[src/rtl/signal_phase_controller.sv]
// Traffic-light phase sequencer: ALLRED/GREEN/YELLOW/PED/NIGHT/EMERG with min/max green and clearances.
// Outputs decode registered state only (one-cycle response to inputs); no backpressure, requests are sampled every cycle.
module signal_phase_controller #(
    parameter int GREEN_MIN   = 8,
    parameter int GREEN_MAX   = 30,
    parameter int YELLOW_TIME = 3,
    parameter int ALLRED_TIME = 2,
    parameter int PED_TIME    = 10,
    parameter int FLASH_HALF  = 4,
    parameter int CNT_W       = 6
) (
    input  logic       clk,
    input  logic       rst_n,
    input  logic [3:0] dir_req,
    input  logic       ped_req,
    input  logic [3:0] emerg_req,
    input  logic       night_mode,
    output logic [7:0] lane_green,
    output logic [3:0] yellow,
    output logic       ped_walk,
    output logic [1:0] cur_dir,
    output logic [2:0] state,
    output logic       phase_done
);

    localparam logic [2:0] S_ALLRED = 3'd0;
    localparam logic [2:0] S_GREEN  = 3'd1;
    localparam logic [2:0] S_YELLOW = 3'd2;
    localparam logic [2:0] S_PED    = 3'd3;
    localparam logic [2:0] S_NIGHT  = 3'd4;
    localparam logic [2:0] S_EMERG  = 3'd5;

    localparam logic [CNT_W-1:0] T_GMIN = CNT_W'(GREEN_MIN - 1);
    localparam logic [CNT_W-1:0] T_GMAX = CNT_W'(GREEN_MAX - 1);
    localparam logic [CNT_W-1:0] T_YEL  = CNT_W'(YELLOW_TIME - 1);
    localparam logic [CNT_W-1:0] T_AR   = CNT_W'(ALLRED_TIME - 1);
    localparam logic [CNT_W-1:0] T_PED  = CNT_W'(PED_TIME - 1);
    localparam logic [CNT_W-1:0] T_FH   = CNT_W'(FLASH_HALF - 1);

    logic [CNT_W-1:0] timer;
    logic             ped_lat;
    logic             flash;
    logic [2:0]       state_nx;
    logic [1:0]       dir_nx;

    // Lowest set bit wins, so North has the highest priority.
    function automatic logic [1:0] enc4(input logic [3:0] v);
        logic [1:0] r;
        r = 2'd0;
        for (int i = 3; i >= 0; i--) begin
            if (v[i]) r = 2'(i);
        end
        return r;
    endfunction

    always_comb begin
        state_nx = state;
        dir_nx   = cur_dir;
        case (state)
            S_ALLRED: begin
                if (timer >= T_AR) begin
                    if (|emerg_req) begin
                        state_nx = S_EMERG;
                        dir_nx   = enc4(emerg_req);
                    end else if (ped_lat) begin
                        state_nx = S_PED;
                    end else if (night_mode) begin
                        state_nx = S_NIGHT;
                    end else if (|dir_req) begin
                        state_nx = S_GREEN;
                        dir_nx   = enc4(dir_req);
                    end
                end
            end
            S_GREEN: begin
                if (|emerg_req) begin
                    state_nx = (enc4(emerg_req) == cur_dir) ? S_EMERG : S_YELLOW;
                end else if (timer >= T_GMAX) begin
                    state_nx = S_YELLOW;
                end else if (timer >= T_GMIN &&
                             (((|dir_req) && enc4(dir_req) != cur_dir) || ped_lat || night_mode)) begin
                    state_nx = S_YELLOW;
                end
            end
            S_YELLOW: if (timer == T_YEL) state_nx = S_ALLRED;
            S_PED:    if (timer == T_PED) state_nx = S_ALLRED;
            S_NIGHT:  if (!night_mode || ped_lat || (|emerg_req)) state_nx = S_ALLRED;
            S_EMERG:  if (!emerg_req[cur_dir]) state_nx = S_YELLOW;
            default:  state_nx = S_ALLRED;
        endcase
    end

    always_ff @(posedge clk or negedge rst_n) begin
        if (!rst_n) begin
            state      <= S_ALLRED;
            timer      <= '0;
            cur_dir    <= 2'd0;
            ped_lat    <= 1'b0;
            flash      <= 1'b0;
            phase_done <= 1'b0;
        end else begin
            state      <= state_nx;
            cur_dir    <= dir_nx;
            phase_done <= (state == S_GREEN || state == S_EMERG) && state_nx == S_YELLOW;

            // In NIGHT the timer doubles as the flash half-period counter.
            if (state_nx != state)
                timer <= '0;
            else if (state == S_NIGHT && timer == T_FH)
                timer <= '0;
            else if (timer != '1)
                timer <= timer + 1'b1;

            if (state_nx == S_PED && state != S_PED)
                ped_lat <= 1'b0;
            else if (ped_req)
                ped_lat <= 1'b1;

            if (state_nx == S_NIGHT && state != S_NIGHT)
                flash <= 1'b0;
            else if (state == S_NIGHT && timer == T_FH)
                flash <= ~flash;
        end
    end

    always_comb begin
        lane_green = '0;
        yellow     = '0;
        ped_walk   = 1'b0;
        case (state)
            S_GREEN, S_EMERG: lane_green = 8'b11 << {cur_dir, 1'b0};
            S_YELLOW:         yellow     = 4'b1 << cur_dir;
            S_PED:            ped_walk   = 1'b1;
            S_NIGHT:          yellow     = {4{flash}};
            default:          ;
        endcase
    end

endmodule

[config.mk]
export PLATFORM = sky130hd
export DESIGN_NAME = signal_phase_controller
export DESIGN_NICKNAME = d
export VERILOG_FILES = /design/src/rtl/signal_phase_controller.sv
export SDC_FILE = /design/constraint.sdc
export NUM_CORES = 1
export LEC_CHECK = 0
export BUFFER_PORTS_ARGS = -buffer_cell sky130_fd_sc_hd__buf_2
export CAP_MARGIN = 20
export CORE_ASPECT_RATIO = 1.4
export CORE_MARGIN = 2
export CORE_UTILIZATION = 58
export CTS_CLUSTER_SIZE = 20
export DETAILED_ROUTE_END_ITERATION = 8
export PLACE_DENSITY = 0.86
export SLEW_MARGIN = 20
export SYNTH_ARGS = -nofsm -noshare
export SYNTH_HDL_FRONTEND = slang
export SYNTH_SLANG_ARGS = --single-unit
[constraint.sdc]
create_clock -name clk -period 4.9 [get_ports clk]
set_input_delay 0.245 -clock clk [delete_from_list [all_inputs] [get_ports clk]]
set_output_delay 0.245 -clock clk [all_outputs]
set_load 0.005 [all_outputs]
==> results of run 1 <==
## synth_stat cells, types with 3 or more instances
master    instances
o21a_1            4
a211oi_1          5
a31oi_1           3
or4_1             3
nor3_1           16
nor2b_1           3
nand4_1           3
buf_2             3
dfrtp_1          14
inv_1            11
a21o_1            4
and2_1            4
o21ai_0           4
nand2_1           8
nor2_1           14
clkbuf_1          5
nand3_1           5
o211ai_1          3
buf_4             4
ha_1              4
a21oi_1          13
## routing by layer
metal / global-route usage / part of all wire / wire length, um
met1: 0.318 / 0.38 / 1300
met2: 0.506 / 0.53 / 1840
met3: 0.0536 / 0.051 / 178
met4: 0.186 / 0.041 / 142
met5: 0 / 0 / 0
## sequential cells by signal, summed over array words and instances, names as in the netlist
register,flops
phase_done,1
cur_dir,2
ped_lat,1
timer,6
flash,1
state,3
## worst paths after layout
check	from	end	slack (ns)
max in group asynchronous	rst_n	timer[1]$_DFFE_PN0P_	4.27
setup / recovery	timer[0]$_DFFE_PN0P_	timer[0]$_DFFE_PN0P_	2.39
hold reg to reg	timer[4]$_DFFE_PN0P_	timer[4]$_DFFE_PN0P_	0.60
hold / removal	ped_req	ped_lat$_DFFE_PN0P_	0.18
setup reg to reg	timer[0]$_DFFE_PN0P_	timer[0]$_DFFE_PN0P_	2.39
min in group asynchronous	rst_n	phase_done$_DFF_PN0_	0.37
## cell families after synthesis
logic type	Yosys count	share of synthesized area
AO/OA/AOI/OAI	54	0.306
XOR/XNOR	1	0.00664
adder cells (fa/ha/maj)	4	0.0380
buffers and inverters	23	0.0797
flip-flops	14	0.266
multiplexers	4	0.0408
AND/OR/NAND/NOR	67	0.264
## report_power, final
part	switching [mW]	internal, mW
logic	0.222	0.155
clock network	0.0385	0.0452
registers	0.0757	0.145
total	0.336	0.345
## per-stage QoR
step | utilization | total power [mW] | cells | hold WS [ns]
final | 0.687 | 0.681 | 212 | 0.177
after detailed placement | 0.666 | 0.591 | 207 | 0.156
after floorplan | - | 0.478 | 167 | -0.0506
after CTS | 0.687 | 0.677 | 212 | 0.176
after global routing | 0.687 | 0.738 | 212 | 0.188
after global placement | 0.666 | 0.576 | 207 | 0.141
## critical path: cells and delay by family, from the launching register on
kind                     cells  cell delay, ns
adder cells (fa/ha/maj)      1            0.40
flip-flops                   1            0.48
AO/OA/AOI/OAI                5            1.49
## final cells by class
cell class                 count  area (sq um)
clock buffer                   4          36.3
timing repair buffer          31           160
sequential                    14           350
multi-input combinational    130           863
inverter                      11          41.3
fill                         191           673
tap                           22          27.5
==> results.json, run 1 <==
{
  "status": "finished, final reports clean",
  "layout_commonest_cell": "buf_2",
  "rsz0062_at_grt": "false",
  "cts_hold_buf": 1,
  "min-delay-path-class": "in -> reg",
  "drt_iter0_markers": 80,
  "cp_cell_sequence": "ha_1 > a2111oi_0 > a41oi_1 > a21oi_1 > o41ai_1 > a211oi_1",
  "drcViolationCount": 0,
  "final-setup-viol-count": 0,
  "num_rows": 20,
  "period_share": 0.513,
  "cts_buffers": 3,
  "cts_root_buf": "clkbuf_4",
  "syn_nets": 183,
  "drtPass1Iterations": 4,
  "wire_per_inst_um": 16.3,
  "area_growth_pct": 12.1,
  "portBuffers": 30,
  "path_max_fanout": 10,
  "hpwlAfterDp_mm": 2.71,
  "grt_pass1_wl_mm": 5.79,
  "grt_overflow": 0,
  "placed_cell_area_sq_um": 1430,
  "yosys_register_bits": 14,
  "drive_gt1_frac": 0.205,
  "crit_type": "reg -> reg",
  "synth_area_sq_um": 1320,
  "post-place-ws_ns": 2.40,
  "nNetsFinal": 207,
  "ys_warn_count": 0,
  "powerDensity_nw_per_um2": 461,
  "grt_pass1_vias": 1355,
  "ir_worst_vdd_mv": 0.296,
  "required_ns": 5.04,
  "grtUsageTotal": 0.290,
  "r2r_cells": 6,
  "final_cell_mix": "buf_2 (30), nor3_1 (16), nor2_1 (14), dfrtp_1 (14), a21oi_1 (13)",
  "fin_ws_ns": 2.39,
  "synth-seq-area-share": 0.266,
  "clock_sinks": 14,
  "antenna_cells": 0,
  "hold_viol": 0,
  "gp_congestion": 0.976,
  "min_period_ns": 2.51,
  "cap_violations": 0,
  "antenna_left": 0,
  "dieArea_sq_um": 2680,
  "p_leak_nw": 0.683,
  "die-width_um": 44.3,
  "fin_skew_ns": 0.0125,
  "max_stage_delay_ns": 0.61,
  "worst_slew_pin_slew_ns": 0.625,
  "synth_cell_types": 48,
  "synth_area_per_cell_sq_um": 7.90,
  "wl_mm": 3.46,
  "syn_inst": 167,
  "post_cts_resized": 0,
  "clkTransAtPathRegs_ns": 0.09,
  "coreArea_sq_um": 2150,
  "max-clock-path-buffers": 2,
  "synthFlopType": "dfrtp_1",
  "vias": 1417,
  "via_per_inst": 6.68,
  "clkLatencyLatePin_ns": 0.29,
  "grt_antenna_before_repair": 0,
  "tns_ns": 0,
  "io_pins": 31,
  "async_flop_share": 1.00,
  "final_area_sq_um": 1480,
  "slew_headroom": 0.580,
  "grt_start_max_net_pins": 18,
  "maxSlewViolCount": 0,
  "worstPathArrival_ns": 2.65,
  "synth_top_cell_by_area": "dfrtp_1",
  "cts_setup_buffers": 0,
  "start_kind": "flip-flop",
  "synth_edf_count": 0,
  "tritoncts": "built",
  "htree_levels": 1,
  "whs_path_depth": 3,
  "die_h_um": 60.4,
  "end_kind": "flip-flop",
  "initial_utilization": 0.613,
  "synth_top_area_share": 0.266,
  "fmax_ghz": 0.398,
  "ys_top_cells_by_area": "dfrtp_1 (27%), nor3_1 (6.1%), a21oi_1 (4.9%)",
  "crit_slowest_cell": "o41ai_1"
}
(Power assumes the default switching activity.)
==> run 2: changes to the inputs <==
--- a/config.mk
+++ b/config.mk
@@ -9,10 +9,10 @@
 export CAP_MARGIN = 20
 export CORE_ASPECT_RATIO = 1.4
 export CORE_MARGIN = 2
-export CORE_UTILIZATION = 58
+export CORE_UTILIZATION = 48
 export CTS_CLUSTER_SIZE = 20
 export DETAILED_ROUTE_END_ITERATION = 8
-export PLACE_DENSITY = 0.86
+export PLACE_DENSITY = 0.76
 export SLEW_MARGIN = 20
 export SYNTH_ARGS = -nofsm -noshare
 export SYNTH_HDL_FRONTEND = slang
==> constraint.sdc (replaced) <==
create_clock -name clk -period 2.31 [get_ports clk]
set_input_delay 0.1155 -clock clk [delete_from_list [all_inputs] [get_ports clk]]
set_output_delay 0.1155 -clock clk [all_outputs]
set_load 0.005 [all_outputs]
==> results.json, run 2 (same netlist as run 1, synthesis figures left out) <==
{
  "status": "finished, final reports clean",
  "clkLatencyLatePin_ns": 0.28,
  "fmax_ghz": 0.458,
  "coreArea_sq_um": 2620,
  "path_max_fanout": 8,
  "dp_cells": 232,
  "tritoncts": "built",
  "nNetsFinal": 218,
  "postLayoutCoreUtil": 0.626,
  "hold_viol": 0,
  "slew_headroom": 0.503,
  "final-setup-viol-count": 0,
  "powerDensity_nw_per_um2": 983,
  "worst_slew_pin_slew_ns": 0.739,
  "drtPass1Iterations": 4,
  "die-width_um": 48.3,
  "dieArea_sq_um": 3190,
  "die_h_um": 66.0,
  "wire_per_inst_um": 16.3,
  "cp_cell_sequence": "ha_1 > a2111oi_4 > a41oi_1 > a2111oi_4 > o211ai_4 > a211oi_2",
  "num_rows": 22,
  "grt_antenna_before_repair": 0,
  "power_mw": 1.61,
  "antenna_cells": 0,
  "layout_commonest_cell": "buf_2",
  "tns_ns": 0,
  "grt_pass1_vias": 1425,
  "fillCellCount": 237,
  "required_ns": 2.49,
  "fin_ws_ns": 0.127,
  "cts_setup_buffers": 0,
  "regArea_sq_um": 354,
  "end_kind": "flip-flop",
  "grt_pass1_wl_mm": 6.22,
  "post-place-ws_ns": -0.110,
  "drcViolationCount": 0,
  "rsz0062_at_grt": "false",
  "hpwlAfterDp_mm": 2.95,
  "reg_top3": "timer (6), state (3), cur_dir (2)",
  "area_growth_pct": 24.1,
  "largest_reg_flops": 6,
  "stdcell_count": 237,
  "p_leak_nw": 0.747,
  "max-clock-path-buffers": 2,
  "start_kind": "flip-flop",
  "gp_congestion": 0.903,
  "htree_levels": 1,
  "antenna_left": 0,
  "maxSlewViolCount": 0,
  "path_buf_inv": 0,
  "critical_path.top_delay_family": "compound AO/OA/AOI/OAI gates",
  "clock_sinks": 14,
  "grt_start_max_net_pins": 15,
  "drive_gt1_frac": 0.294,
  "ir_worst_vdd_mv": 0.596,
  "worstPathArrival_ns": 2.37,
  "grt_overflow": 0,
  "fin_skew_ns": 0.000542,
  "regMostFlops": "timer",
  "crit_slowest_cell": "dfrtp_2",
  "final_cell_mix": "buf_2 (30), nor3_1 (15), nor2_1 (14)",
  "multi_input_area_sq_um": 917,
  "period_share": 0.945,
  "wl_mm": 3.87,
  "initial_utilization": 0.504,
  "cts_buffers": 3,
  "max_stage_delay_ns": 0.47,
  "via_per_inst": 6.29,
  "crit_type": "reg -> reg",
  "min_period_ns": 2.18,
  "portBuffers": 30,
  "vias": 1491,
  "cts_root_buf": "clkbuf_4",
  "grtUsageTotal": 0.249,
  "crit_path_frequent_cell": "a2111oi_4",
  "min-delay-path-class": "in -> reg",
  "drt_iter0_markers": 62,
  "io_pins": 31,
  "clkTransAtPathRegs_ns": 0.08,
  "cap_violations": 0
}
## run 2: cell count changes in the layout (fill, tap and decap cells not counted), sizes merged
cell	delta
buf	+11
## run 2: final timing paths
| kind | from | to | slack [ns] | cells past startpoint |
|---|---|---|---|---|
| setup / recovery | timer[0]$_DFFE_PN0P_ | timer[1]$_DFFE_PN0P_ | 0.13 | 6 |
| hold / removal | ped_req | ped_lat$_DFFE_PN0P_ | 0.06 | 3 |
| setup reg to reg | timer[0]$_DFFE_PN0P_ | timer[1]$_DFFE_PN0P_ | 0.13 | 6 |
| hold reg to reg | flash$_DFFE_PN0P_ | flash$_DFFE_PN0P_ | 0.62 | 2 |
| max in group asynchronous | rst_n | timer[0]$_DFFE_PN0P_ | 1.80 | 2 |
| min in group asynchronous | rst_n | state[1]$_DFF_PN0_ | 0.25 | 2 |
## run 2: timing repair
action | CTS | global route
cloned | 0 | 0
setup endpoints to repair | 6 | 7
gates resized for setup | 4 | 9
hold buffers | 1 | 0
hold endpoints to repair | 14 | 0
pin swaps | 0 | 2
## run 2: power breakdown
group / switching, mW / total, mW / internal [mW]
Sequential: 0.121 / 0.434 / 0.314
Clock: 0.0795 / 0.175 / 0.0960
Combinational: 0.576 / 0.998 / 0.423
Total: 0.776 / 1.61 / 0.832
## run 2: cell type report
| cell class | count | area share |
|---|---|---|
| flip-flops and latches | 14 | 0.216 |
| well taps | 36 | 0.0275 |
| clock buffers | 4 | 0.0222 |
| repair buffers | 42 | 0.148 |
| multi-input cells | 130 | 0.560 |
| inverters | 11 | 0.0252 |
## run 2: through the flow
stage | hold WS [ns] | instance area, sq um
after CTS | 0.0555 | 1600
after detailed placement | 0.0250 | 1530
after global placement | 0.0208 | 1530
final | 0.0575 | 1640
after global routing | 0.0575 | 1640
after floorplan | -0.180 | 1320
## run 2: routing by layer
layer / vias up / wire [um] / GRT usage
met5: - / 0 / 0
met4: 0 / 185 / 0.164
met3: 19 / 156 / 0.0385
met2: 48 / 2100 / 0.481
met1: 725 / 1430 / 0.243
li1: 699 / - / -
## run 2: worst register-to-register path: stages (launching register included)
cell,delay [ns]
dfrtp_2,0.47
ha_1,0.26
a2111oi_4,0.42
a41oi_1,0.15
a2111oi_4,0.40
o211ai_4,0.16
a211oi_2,0.22
